$ cat src/rtl/mem_arbiter.sv
// mem_arbiter: two-requester arbiter and sequencer for a single-port memory with fixed read latency.
// The fetch (if_*) and load/store (d_*) requesters hold level requests until they see a
// one-cycle ready pulse. One access runs at a time: IDLE -> ACCESS -> WAIT x MEM_LATENCY -> RESP.
//
// Ports:
//   clk, rst                      clock, synchronous active-high reset
//   if_req/if_addr                fetch request and address
//   if_ready/if_rdata             fetch completion pulse and registered read data
//   d_req/d_we/d_addr/d_wdata/d_be data request, direction, address, write data, byte enables
//   d_ready/d_rdata               data completion pulse and registered read data
//   mem_en/mem_we                 memory strobe (one cycle per access) and write enable
//   mem_addr/mem_wdata/mem_be     registered access fields
//   mem_rdata                     memory read data, valid MEM_LATENCY cycles after mem_en
//   arb_busy                      high whenever the sequencer is not idle
//
// Build option: define MEM_ARB_RR_EN for round-robin arbitration on simultaneous requests;
// otherwise data always beats fetch.
module mem_arbiter #(
    parameter int unsigned ADDR_WIDTH  = 32,
    parameter int unsigned DATA_WIDTH  = 32,
    parameter int unsigned MEM_LATENCY = 2
) (
    input  logic                    clk,
    input  logic                    rst,
    input  logic                    if_req,
    input  logic [ADDR_WIDTH-1:0]   if_addr,
    output logic                    if_ready,
    output logic [DATA_WIDTH-1:0]   if_rdata,
    input  logic                    d_req,
    input  logic                    d_we,
    input  logic [ADDR_WIDTH-1:0]   d_addr,
    input  logic [DATA_WIDTH-1:0]   d_wdata,
    input  logic [DATA_WIDTH/8-1:0] d_be,
    output logic                    d_ready,
    output logic [DATA_WIDTH-1:0]   d_rdata,
    output logic                    mem_en,
    output logic                    mem_we,
    output logic [ADDR_WIDTH-1:0]   mem_addr,
    output logic [DATA_WIDTH-1:0]   mem_wdata,
    output logic [DATA_WIDTH/8-1:0] mem_be,
    input  logic [DATA_WIDTH-1:0]   mem_rdata,
    output logic                    arb_busy
);
    localparam int unsigned BeWidth  = DATA_WIDTH / 8;
    localparam int unsigned CntWidth = (MEM_LATENCY > 1) ? $clog2(MEM_LATENCY) : 1;
    localparam logic [CntWidth-1:0] CntLoad = CntWidth'(MEM_LATENCY - 1);

    typedef enum logic [1:0] {StIdle, StAccess, StWait, StResp} state_e;

    state_e                  state_q, state_d;
    logic                    owner_data_q, owner_data_d;  // 1: data port owns the grant
    logic [CntWidth-1:0]     cnt_q, cnt_d;
    logic                    we_q, we_d;
    logic [ADDR_WIDTH-1:0]   addr_q, addr_d;
    logic [DATA_WIDTH-1:0]   wdata_q, wdata_d;
    logic [BeWidth-1:0]      be_q, be_d;
    logic [DATA_WIDTH-1:0]   if_rdata_q, if_rdata_d;
    logic [DATA_WIDTH-1:0]   d_rdata_q, d_rdata_d;
    logic                    grant_data;

`ifdef MEM_ARB_RR_EN
    // Remembers who won the previous grant; reset value (fetch) hands the first tie to data.
    logic last_data_q, last_data_d;

    assign grant_data  = d_req && (!if_req || !last_data_q);
    assign last_data_d = (state_q == StIdle && (if_req || d_req)) ? grant_data : last_data_q;

    always_ff @(posedge clk) begin
        if (rst) begin
            last_data_q <= 1'b0;
        end else begin
            last_data_q <= last_data_d;
        end
    end
`else
    assign grant_data = d_req;
`endif

    always_comb begin
        state_d      = state_q;
        owner_data_d = owner_data_q;
        cnt_d        = cnt_q;
        we_d         = we_q;
        addr_d       = addr_q;
        wdata_d      = wdata_q;
        be_d         = be_q;
        if_rdata_d   = if_rdata_q;
        d_rdata_d    = d_rdata_q;
        unique case (state_q)
            StIdle: begin
                if (if_req || d_req) begin
                    owner_data_d = grant_data;
                    if (grant_data) begin
                        we_d    = d_we;
                        addr_d  = d_addr;
                        wdata_d = d_wdata;
                        be_d    = d_be;
                    end else begin
                        we_d    = 1'b0;
                        addr_d  = if_addr;
                        wdata_d = '0;
                        be_d    = '0;
                    end
                    state_d = StAccess;
                end
            end
            StAccess: begin
                cnt_d   = CntLoad;
                state_d = StWait;
            end
            StWait: begin
                if (cnt_q == '0) begin
                    // Last WAIT cycle: mem_rdata is valid now.
                    if (!we_q) begin
                        if (owner_data_q) begin
                            d_rdata_d = mem_rdata;
                        end else begin
                            if_rdata_d = mem_rdata;
                        end
                    end
                    state_d = StResp;
                end else begin
                    cnt_d = cnt_q - CntWidth'(1);
                end
            end
            StResp: begin
                // Requests are still held for the access just completed; do not re-sample here.
                state_d = StIdle;
            end
            default: state_d = StIdle;
        endcase
    end

    always_ff @(posedge clk) begin
        if (rst) begin
            state_q      <= StIdle;
            owner_data_q <= 1'b0;
            cnt_q        <= '0;
            we_q         <= 1'b0;
            addr_q       <= '0;
            wdata_q      <= '0;
            be_q         <= '0;
            if_rdata_q   <= '0;
            d_rdata_q    <= '0;
        end else begin
            state_q      <= state_d;
            owner_data_q <= owner_data_d;
            cnt_q        <= cnt_d;
            we_q         <= we_d;
            addr_q       <= addr_d;
            wdata_q      <= wdata_d;
            be_q         <= be_d;
            if_rdata_q   <= if_rdata_d;
            d_rdata_q    <= d_rdata_d;
        end
    end

    assign mem_en    = (state_q == StAccess);
    assign mem_we    = we_q;
    assign mem_addr  = addr_q;
    assign mem_wdata = wdata_q;
    assign mem_be    = be_q;
    assign if_ready  = (state_q == StResp) && !owner_data_q;
    assign d_ready   = (state_q == StResp) && owner_data_q;
    assign if_rdata  = if_rdata_q;
    assign d_rdata   = d_rdata_q;
    assign arb_busy  = (state_q != StIdle);

endmodule

$ cat config.mk
export PLATFORM = sky130hd
export DESIGN_NAME = mem_arbiter
export DESIGN_NICKNAME = d
export VERILOG_FILES = /design/src/rtl/mem_arbiter.sv
export SDC_FILE = /design/constraint.sdc
export NUM_CORES = 1
export LEC_CHECK = 0
export ABC_CLOCK_PERIOD_IN_PS = 2000
export CAP_MARGIN = 5
export CORE_ASPECT_RATIO = 0.9
export CORE_MARGIN = 2
export CORE_UTILIZATION = 37
export DETAILED_ROUTE_END_ITERATION = 16
export GPL_TIMING_DRIVEN = 0
export PLACE_DENSITY = 0.79
export SYNTH_ARGS = -nofsm -noshare
export SYNTH_HDL_FRONTEND = slang
export SYNTH_SLANG_ARGS = --single-unit
$ cat constraint.sdc
create_clock -name clk -period 2 [get_ports clk]
set_clock_uncertainty 0.2 [all_clocks]
set_input_delay 0.4 -clock clk [delete_from_list [all_inputs] [get_ports clk]]
set_output_delay 0.4 -clock clk [all_outputs]
set_load 0.02 [all_outputs]
==> key figures <==
Synthesis
  – Synth unique cells: 23
  – Seq cells post-synth: around 140
  – Top cell type's share of synthesized area: a little over half
  – Post-synth EDFFs: 0
  – Ys Warns: 0
  – Async S/R FF share, synth: 0%
  – Top post-synthesis cells by area: dfxtp_1, nand2_1, a21oi_1
  – Synth Net Count: roughly 760
  – Syn_area_per_cell: 8.42 um^2
  – Cell Area, Synth: 5210 um^2
  – Sequential share of the synthesized area: around 53%
  – Syn Inst Count: between 600 and 700
  – Largest area contributor in the netlist: dfxtp_1
  – Ys flop type: dfxtp_1

Worst hold path
  – Sink of the worst hold path: mem_wdata[14]
  – Worst hold path type: flip-flop to flip-flop
  – Hold depth: 2
  – Hold path start: mem_wdata[14]

Timing
  – Setup violators final: 1
  – Hold_ws: ~250 ps
  – Fin. max-slew vios: 0
  – Worst slew margin: between 50% and 60%
  – Fin crit share: 102%
  – Fin. Hold Viols: 0
  – Crit path setup slack, layout: -32.9 ps
  – RSZ-0062 raised after global routing: yes
  – Max Clk Rate: 492 MHz
  – Min Clock Period, post-route: between 2000 and 2500 ps
  – Setup TNS: -32.9 ps
  – Worst Max-Slew Pin Slew: 600 ps

GRT
  – Largest net degree at the start of global routing: 17
  – Total gr overflow: 0
  – Global-route wire length before repair: ~25000 um
  – Initial antenna violation count: 0
  – Total Routing Usage GR: 21.8%
  – Vias in the first global route: between 5000 and 6000

Setup path
  – Buf/Inv on CP: 5
  – Critical path class: flip-flop to primary output
  – Slowest stage delay, CP: 370 ps
  – Worst Path Max Fanout: 10
  – Setup crit start kind: flip-flop
  – Crit Reg-Reg Endpoint: if_rdata[26]
  – Critical path's top delay family: buffers and inverters
  – Cells on worst reg2reg path: 7
  – Cell repeated most along the worst path: buf_6
  – Slack of the worst reg-to-reg path: around 50 ps
  – Required @ worst endpoint: 1400 ps
  – FF-to-FF Start: state_q[0]
  – Worst setup EP type: primary output
  – CP cell instances: inv_4, ha_2, buf_6, clkbuf_16, inv_2, buf_6
  – Slowest-stage cell, CP: dfxtp_4
  – Crit path DAT: ~1400 ps

Finish
  – Fill cell count: between 1000 and 1500
  – Fin nets: 1052
  – Multi-input logic area: around 2200 um^2
  – Final Non-Filler Cells: approximately 1100
  – Register area: between 2000 and 3000 um^2
  – Layout cell share with drive strength beyond 1: around 7.9%
  – Most common cell after layout, fill and taps aside: clkdlybuf4s50_1
  – Most frequent cells in the layout: clkdlybuf4s50_1, nand2_1, dfxtp_1
  – Layout overhead on the synthesized area: 72.9%
  – Post-layout util: between 60% and 70%

Drt
  – DRT Pass-1 Iters: 4
  – Drt initial violations: between 200 and 250
  – # DRC: 0
  – Final wirelength: about 17000 um
  – WL/cell: between 15 and 20 um
  – Antenna-violating nets left: 0
  – Vias per cell: ~4.8
  – Via count: 5354

Placement
  – Place WS: -351 ps
  – Placed Cells: around 1100
  – Gp weighted congestion: about 0.8
  – DP HPWL: around 12000 um
  – PortBufs: around 270

Clock tree
  – Clk buf depth: 2
  – Worst skew pair latency: 410 ps
  – H-tree Lvls: 4
  – Clk sinks: 137
  – Inserted Clock Buffers: 17
  – Worst-path clk slew: ~60 ps
  – CTS Root Cell: clkbuf_16
  – CTS tree: built

Power
  – Clock power share: 29.5%
  – Power density cells: 1150 nW/um^2
  – Lkg Pwr: 0.00464 uW
  – Worst VDD drop: ~700 uV
  – Sequential share of power: around a third
  – Sw Share: between 30% and 40%
  – Pint: approximately 6800 uW
  – Net switching power: around 3600 uW
  – Power share of the combinational group: a little over a third

Job
  – Max-cap violations: 0

Floorplan
  – Ports: about 270
  – Die Footprint: between 15000 and 20000 um^2
  – Initial core utilization: about 37%
  – Core Region: between 10000 and 15000 um^2
  – Rows: 41
  – Die height: 117 um
  – Die width: 129 um

Outcome
  – Failing checks: negative setup slack
  – Run status: finished with violations
state kept, by name, summed over array words and instances (netlist names):
signal and flops:
cnt_q 1, d_rdata 32, if_rdata 32, mem_addr 32, mem_be 4, mem_wdata 32
mem_we 1, owner_data_q 1, state_q 2
power by group through the flow:
stage	registers [uW]	logic (uW)	clock network (uW)
finish	3570	3740	3060
global route	3630	4040	3240
CTS	3570	3790	3100
detailed placement	3620	3700	0
global placement	3600	3670	0
floorplan	4190	1370	0
synthesized netlist by cell type (2+ instances only):
cell,instances
dfxtp_1,137
clkbuf_1,27
mux2i_1,33
nand2b_1,2
nor2_1,35
a211oi_1,34
inv_1,3
nand3_1,37
buf_6,3
o21a_1,2
buf_2,22
nand2_1,167
buf_1,2
ha_1,5
a21oi_1,102
final cells by class:
type | instances | share of cell area, %
clock buffers | 23 | 5.53
multi-input cells | 425 | 24.6
flip-flops and latches | 137 | 30.5
well taps | 193 | 2.68
clock inverters | 9 | 0.972
plain buffers | 53 | 3.24
inverters | 3 | 0.153
repair buffers | 273 | 32.3
diodes | 1 | 0.0278
layer usage:
layer  vias up  track usage [%]  routed length, um
met1      2428             25.5               6760
met3        26             8.52               1440
met5         -                0                  0
met2       223             36.3               8330
li1       2677                -                  -
met4         0             8.19                246
repair_timing:
item / in CTS / in global routing
hold buffers: 0 / 0
pin swaps: 0 / 0
gates resized for setup: 41 / 90
gates cloned: 0 / 0
setup endpoints to repair: 49 / 163
setup buffers: 0 / 1
worst min-delay path, delay by kind of cell (launching register included):
| kind | cells | cell delay, ps |
|---|---|---|
| flip-flops | 1 | 300 |
| AND/OR/NAND/NOR | 1 | 50 |
| AO/OA/AOI/OAI | 1 | 50 |
kinds of logic after synthesis:
family                     after synthesis  synth area share (%)
AOI/OAI and AO/OA                      140                  15.2
muxes                                   33                  6.34
adders and majority gates                5                  1.20
buffers and inverters                   57                  5.07
and+or+nand+nor                        247                  19.5
DFF                                    137                  52.6
per-stage QoR:
| step | instance area [um^2] | power [uW] |
|---|---|---|
| finish | 9010 | 10400 |
| global route | 9000 | 10900 |
| CTS | 8790 | 10500 |
| detailed placement | 8170 | 7320 |
| global placement | 8170 | 7270 |
| floorplan | 5210 | 5560 |
worst max path at each step:
stage               startpoint      endpoint  cells past startpoint
floorplan           state_q[0]  if_rdata[10]                      7
global placement    state_q[0]      arb_busy                      6
detailed placement         rst     mem_be[2]                      4
CTS                 state_q[0]      arb_busy                      6
global route        state_q[0]      arb_busy                      6
finish              state_q[0]      arb_busy                      6
Note: power is estimated with default switching activity, not from simulation.
==> patch 1: new RTL, same settings <==
Encoding of `state_e`: now one-hot (4 bits for 4 states).
--- a/src/rtl/mem_arbiter.sv
+++ b/src/rtl/mem_arbiter.sv
@@ -45,7 +45,7 @@
     localparam int unsigned CntWidth = (MEM_LATENCY > 1) ? $clog2(MEM_LATENCY) : 1;
     localparam logic [CntWidth-1:0] CntLoad = CntWidth'(MEM_LATENCY - 1);
 
-    typedef enum logic [1:0] {StIdle, StAccess, StWait, StResp} state_e;
+    typedef enum logic [3:0] {StIdle = 4'b0001, StAccess = 4'b0010, StWait = 4'b0100, StResp = 4'b1000} state_e;
 
     state_e                  state_q, state_d;
     logic                    owner_data_q, owner_data_d;  // 1: data port owns the grant
Check against the original RTL: no difference found for any inputs over 10 cycles, from zero or initial values and one cycle with rst high; not proved beyond that.
==> patch 1 against the unedited design <==
The run still ends with setup timing left; count of clock-buffer cells in the layout unchanged; wire length up 5.1%; hold slack better by 24 ps; area after synthesis up 6.2%; sequential cell count up 2; cell area up 6.5%; worst setup slack worse by 210 ps; via count down 2.0%; core utilization up 0.66 points; critical path type is now register to register.
Power is not compared: it rests on default switching activity, and its combinational part moved more than twofold at a synthesized area within 25%.
==> patch 1: results <==
{
  "cts-hold-fix-buffers": 0,
  "drtIter0Drc": 239,
  "hold_viol_final": 0,
  "vias": 5246,
  "worst-path-max-fanout": 6,
  "port-buffer-count": 271,
  "crit_arrival_ps": 2370,
  "netlist_top_cells_count": "dfxtp_1, nand2b_1, a21oi_1",
  "async_reset_ff_frac": 0,
  "critPathSlowestCell": "or4b_4",
  "failed_checks": "setup timing",
  "grt_pass1_wl_microns": 26900,
  "final_nets": 995,
  "hpwlAfterDp_microns": 12800,
  "grt_pass1_vias": 5122,
  "antenna_cells": 0,
  "outcome": "complete, but fails checks",
  "drt-pass1-iter-count": 4,
  "finalSetupViolations": 45,
  "setup_ws_ps": -242,
  "post_drt_wl_per_cell_microns": 16.5,
  "peakVddDrop_v": 0.000596,
  "clkTransAtPathRegs_ps": 60,
  "synth_nets": 692,
  "ys_types": 29,
  "ys_seq_area_frac": 0.503,
  "max_stage_delay_ps": 670,
  "gp_congestion": 0.774,
  "grt_max_degree": 17,
  "hp-class": "register to register",
  "grtUsageTotal": 0.214,
  "synth_area_leaders": "dfxtp_1, mux2i_1, nand2b_1",
  "nFillCells": 1195,
  "drive_gt1_frac": 0.104,
  "relSlewSlack": 0.549,
  "synth_largest_area_cell": "dfxtp_1",
  "clk_latency_ps": 410
}
-- patch 1: cell types whose count changed after synthesis, sizes merged, moves of 20 or more --
cell    unedited run  this run
o21ai              1        34
a21oi            102        66
nand2b             2        67
a22o               0        37
nand2            167         2
clkbuf            27        47
mux2i             33        64
nor2              35         4
-- patch 1: cell families after synthesis --
kind of cell,count (synthesis),share of synthesized area
DFF,139,0.503
buffers and inverters,58,0.0518
and+or+nand+nor,121,0.132
AOI/OAI and AO/OA,173,0.198
muxes,64,0.116
-- patch 1: metal layers --
metal | vias to the layer above | wire, microns | part of all wire | track usage
met3 | 17 | 1510 | 0.085 | 0.0862
met1 | 2429 | 7300 | 0.41 | 0.251
met4 | 0 | 195 | 0.011 | 0.0517
met2 | 193 | 8630 | 0.49 | 0.365
li1 | 2607 | - | - | -
met5 | - | 0 | 0 | 0
-- patch 1: repair_timing --
action	CTS	global route
gates resized for setup	55	116
setup buffers	7	9
setup endpoints to repair	152	196
cloned	0	1
endpoints found under the hold margin	0	0
pin swaps	4	9
-- patch 1: cell type report --
class                           instances  area share
Inverter                                1    0.000391
Timing Repair Buffer                  287       0.317
Clock buffer                           23      0.0519
Multi-Input combinational cell        358       0.264
Buffer                                 54      0.0361
Sequential cell                       139       0.291
Clock inverter                          9      0.0140
Tap cell                              198      0.0258
-- patch 1: where the power goes --
part | leakage [uW] | total, uW | switching (uW) | internal, uW
registers | 0.00113 | 3050 | 100 | 2950
clock network | 0.000298 | 3330 | 1200 | 2130
logic | 0.00357 | 1600 | 798 | 805
total | 0.00500 | 7980 | 2100 | 5880
-- patch 1: worst max-delay path, delay by kind of cell, from the launching register on --
kind	cells	cell delay (ps)
buffers and inverters	2	310
AND/OR/NAND/NOR	2	1150
multiplexers	1	190
flip-flops	1	310
-- patch 1: worst paths after layout --
path	slack [ps]	startpoint	end	cells past startpoint
max	-240	state_q[3]	d_rdata[30]	5
min	270	if_rdata[0]	if_rdata[0]	2
max reg2reg	-240	state_q[3]	d_rdata[30]	5
min reg2reg	270	if_rdata[0]	if_rdata[0]	2
-- patch 1: stage by stage --
step | setup slack (ps) | std cells | TNS [ps] | util | instance area, sq um
2_1_floorplan | -143 | 555 | -4300 | - | 5570
3_3_place_gp | -647 | 1024 | -54210 | 0.582 | 8530
3_5_place_dp | -661 | 1024 | -56080 | 0.582 | 8530
4_1_cts | -200 | 1062 | -6870 | 0.630 | 9240
5_1_grt | -284 | 1069 | -12790 | 0.654 | 9600
6_report | -242 | 1069 | -6780 | 0.654 | 9600
==> patch 2: new RTL, same settings <==
Made on the original files. Add a define of `MEM_ARB_RR_EN`.
--- a/src/rtl/mem_arbiter.sv
+++ b/src/rtl/mem_arbiter.sv
@@ -15,6 +15,8 @@
 //
 // Build option: define MEM_ARB_RR_EN for round-robin arbitration on simultaneous requests;
 // otherwise data always beats fetch.
+`define MEM_ARB_RR_EN
+
 module mem_arbiter #(
     parameter int unsigned ADDR_WIDTH  = 32,
     parameter int unsigned DATA_WIDTH  = 32,
Behaviour: not the same (a bounded check fails within 10 cycles, from zero or initial values and one cycle with rst high).
==> patch 2 against the unedited design <==
Area after synthesis decreased by 2.8%; wire length decreased by 2.3%; sequential cell count unchanged; worst setup slack improved by 66 ps; critical path type unchanged; via count decreased by 5.2%; cell area decreased by 2.0%; power increased by 2.7%.
==> patch 2: results <==
{
  "clkTransAtPathRegs_ps": 60,
  "gp_congestion": 0.833,
  "nFillCells": 1105,
  "startpoint": "mem_wdata[9]",
  "leakagePower_uw": 0.00433,
  "crit_arrival_ps": 1370,
  "port-buffer-count": 273,
  "worst-path-max-fanout": 2,
  "drive_gt1_frac": 0.0976,
  "ys_types": 27,
  "pre_cts_ws_ps": -491,
  "grt_pass1_vias": 4876,
  "peakVddDrop_v": 0.000779,
  "cp_top_family": "buffers and inverters",
  "synth_area_leaders": "dfxtp_1, nand2_1, a21oi_1",
  "synth_nets": 717,
  "r2r-end": "if_rdata[12]",
  "regToRegSetupSlack_ps": 140,
  "final_nets": 1012,
  "netlist_top_cells_count": "nand2_1, dfxtp_1, a21oi_1",
  "grt_pass1_wl_microns": 25300,
  "wl_microns": 16400,
  "ys_seq_area_frac": 0.542,
  "clk_latency_ps": 410,
  "antenna_cells": 0,
  "hpwlAfterDp_microns": 11900,
  "worstHoldEndpoint": "d_rdata[30]",
  "outcome": "finished, final reports clean",
  "drt-pass1-iter-count": 5,
  "grtUsageTotal": 0.220,
  "max_stage_delay_ps": 620,
  "p_int_uw": 7160,
  "async_reset_ff_frac": 0,
  "critPathSlowestCell": "clkdlybuf4s50_1",
  "vias": 5075,
  "drtIter0Drc": 232,
  "worst_slew_pin_slew_ps": 539,
  "hold_path_startpoint": "d_rdata[30]"
}
[patch 2: layout make-up]
cell class,count,share of cell area
Buffer,45,0.0302
Clock buffer,20,0.0529
Clock inverter,11,0.0193
Inverter,3,0.00128
Multi-Input combinational cell,388,0.235
Sequential cell,137,0.311
Tap cell,168,0.0238
Timing Repair Buffer,277,0.326
[patch 2: repair_timing]
action / CTS / global route
buffers inserted: 0 / 4
pin swaps: 0 / 1
endpoints found under the hold margin: 0 / 0
setup endpoints to repair: 55 / 155
resized for setup: 25 / 76
[patch 2: stage by stage]
step                      std cells  hold slack, ps  power (uW)  utilization  area [sq um]
after floorplan                 574             300        5640            -          5060
after global placement         1015             242        7320        0.599          8010
after detailed placement       1015             248        7360        0.599          8010
after CTS                      1046             255       10700        0.647          8640
after global routing           1049             268       11200        0.661          8830
final                          1049             248       10600        0.661          8830
[patch 2: power groups by stage]
stage	Sequential, uW	Clock (uW)	Combinational [uW]
CTS	3540	3400	3770
detailed placement	3590	0	3770
finish	3540	3340	3770
global route	3610	3530	4050
floorplan	4150	0	1480
global placement	3570	0	3750
[patch 2: logic make-up (layout without fill, tap and decap cells)]
family,after synthesis,after routing,share of synthesized area
mux,1,1,0.00198
buf+inv,49,356,0.0536
simple gates,239,239,0.189
fa+ha+maj,6,6,0.0148
compound gates,142,142,0.199
flops,137,137,0.542
[patch 2: worst max-delay path by stage]
stage | endpoint | slack (ps)
6_report | mem_wdata[9] | 30
5_1_grt | mem_wdata[13] | -10
4_1_cts | arb_busy | -60
3_5_place_dp | mem_addr[26] | -490
3_3_place_gp | state_q[0] | -430
2_1_floorplan | if_rdata[10] | 200
[patch 2: per-layer routing]
layer	track usage	wire, microns
met1	0.256	6780
met2	0.375	8040
met3	0.0833	1370
met4	0.0711	175
met5	0	0
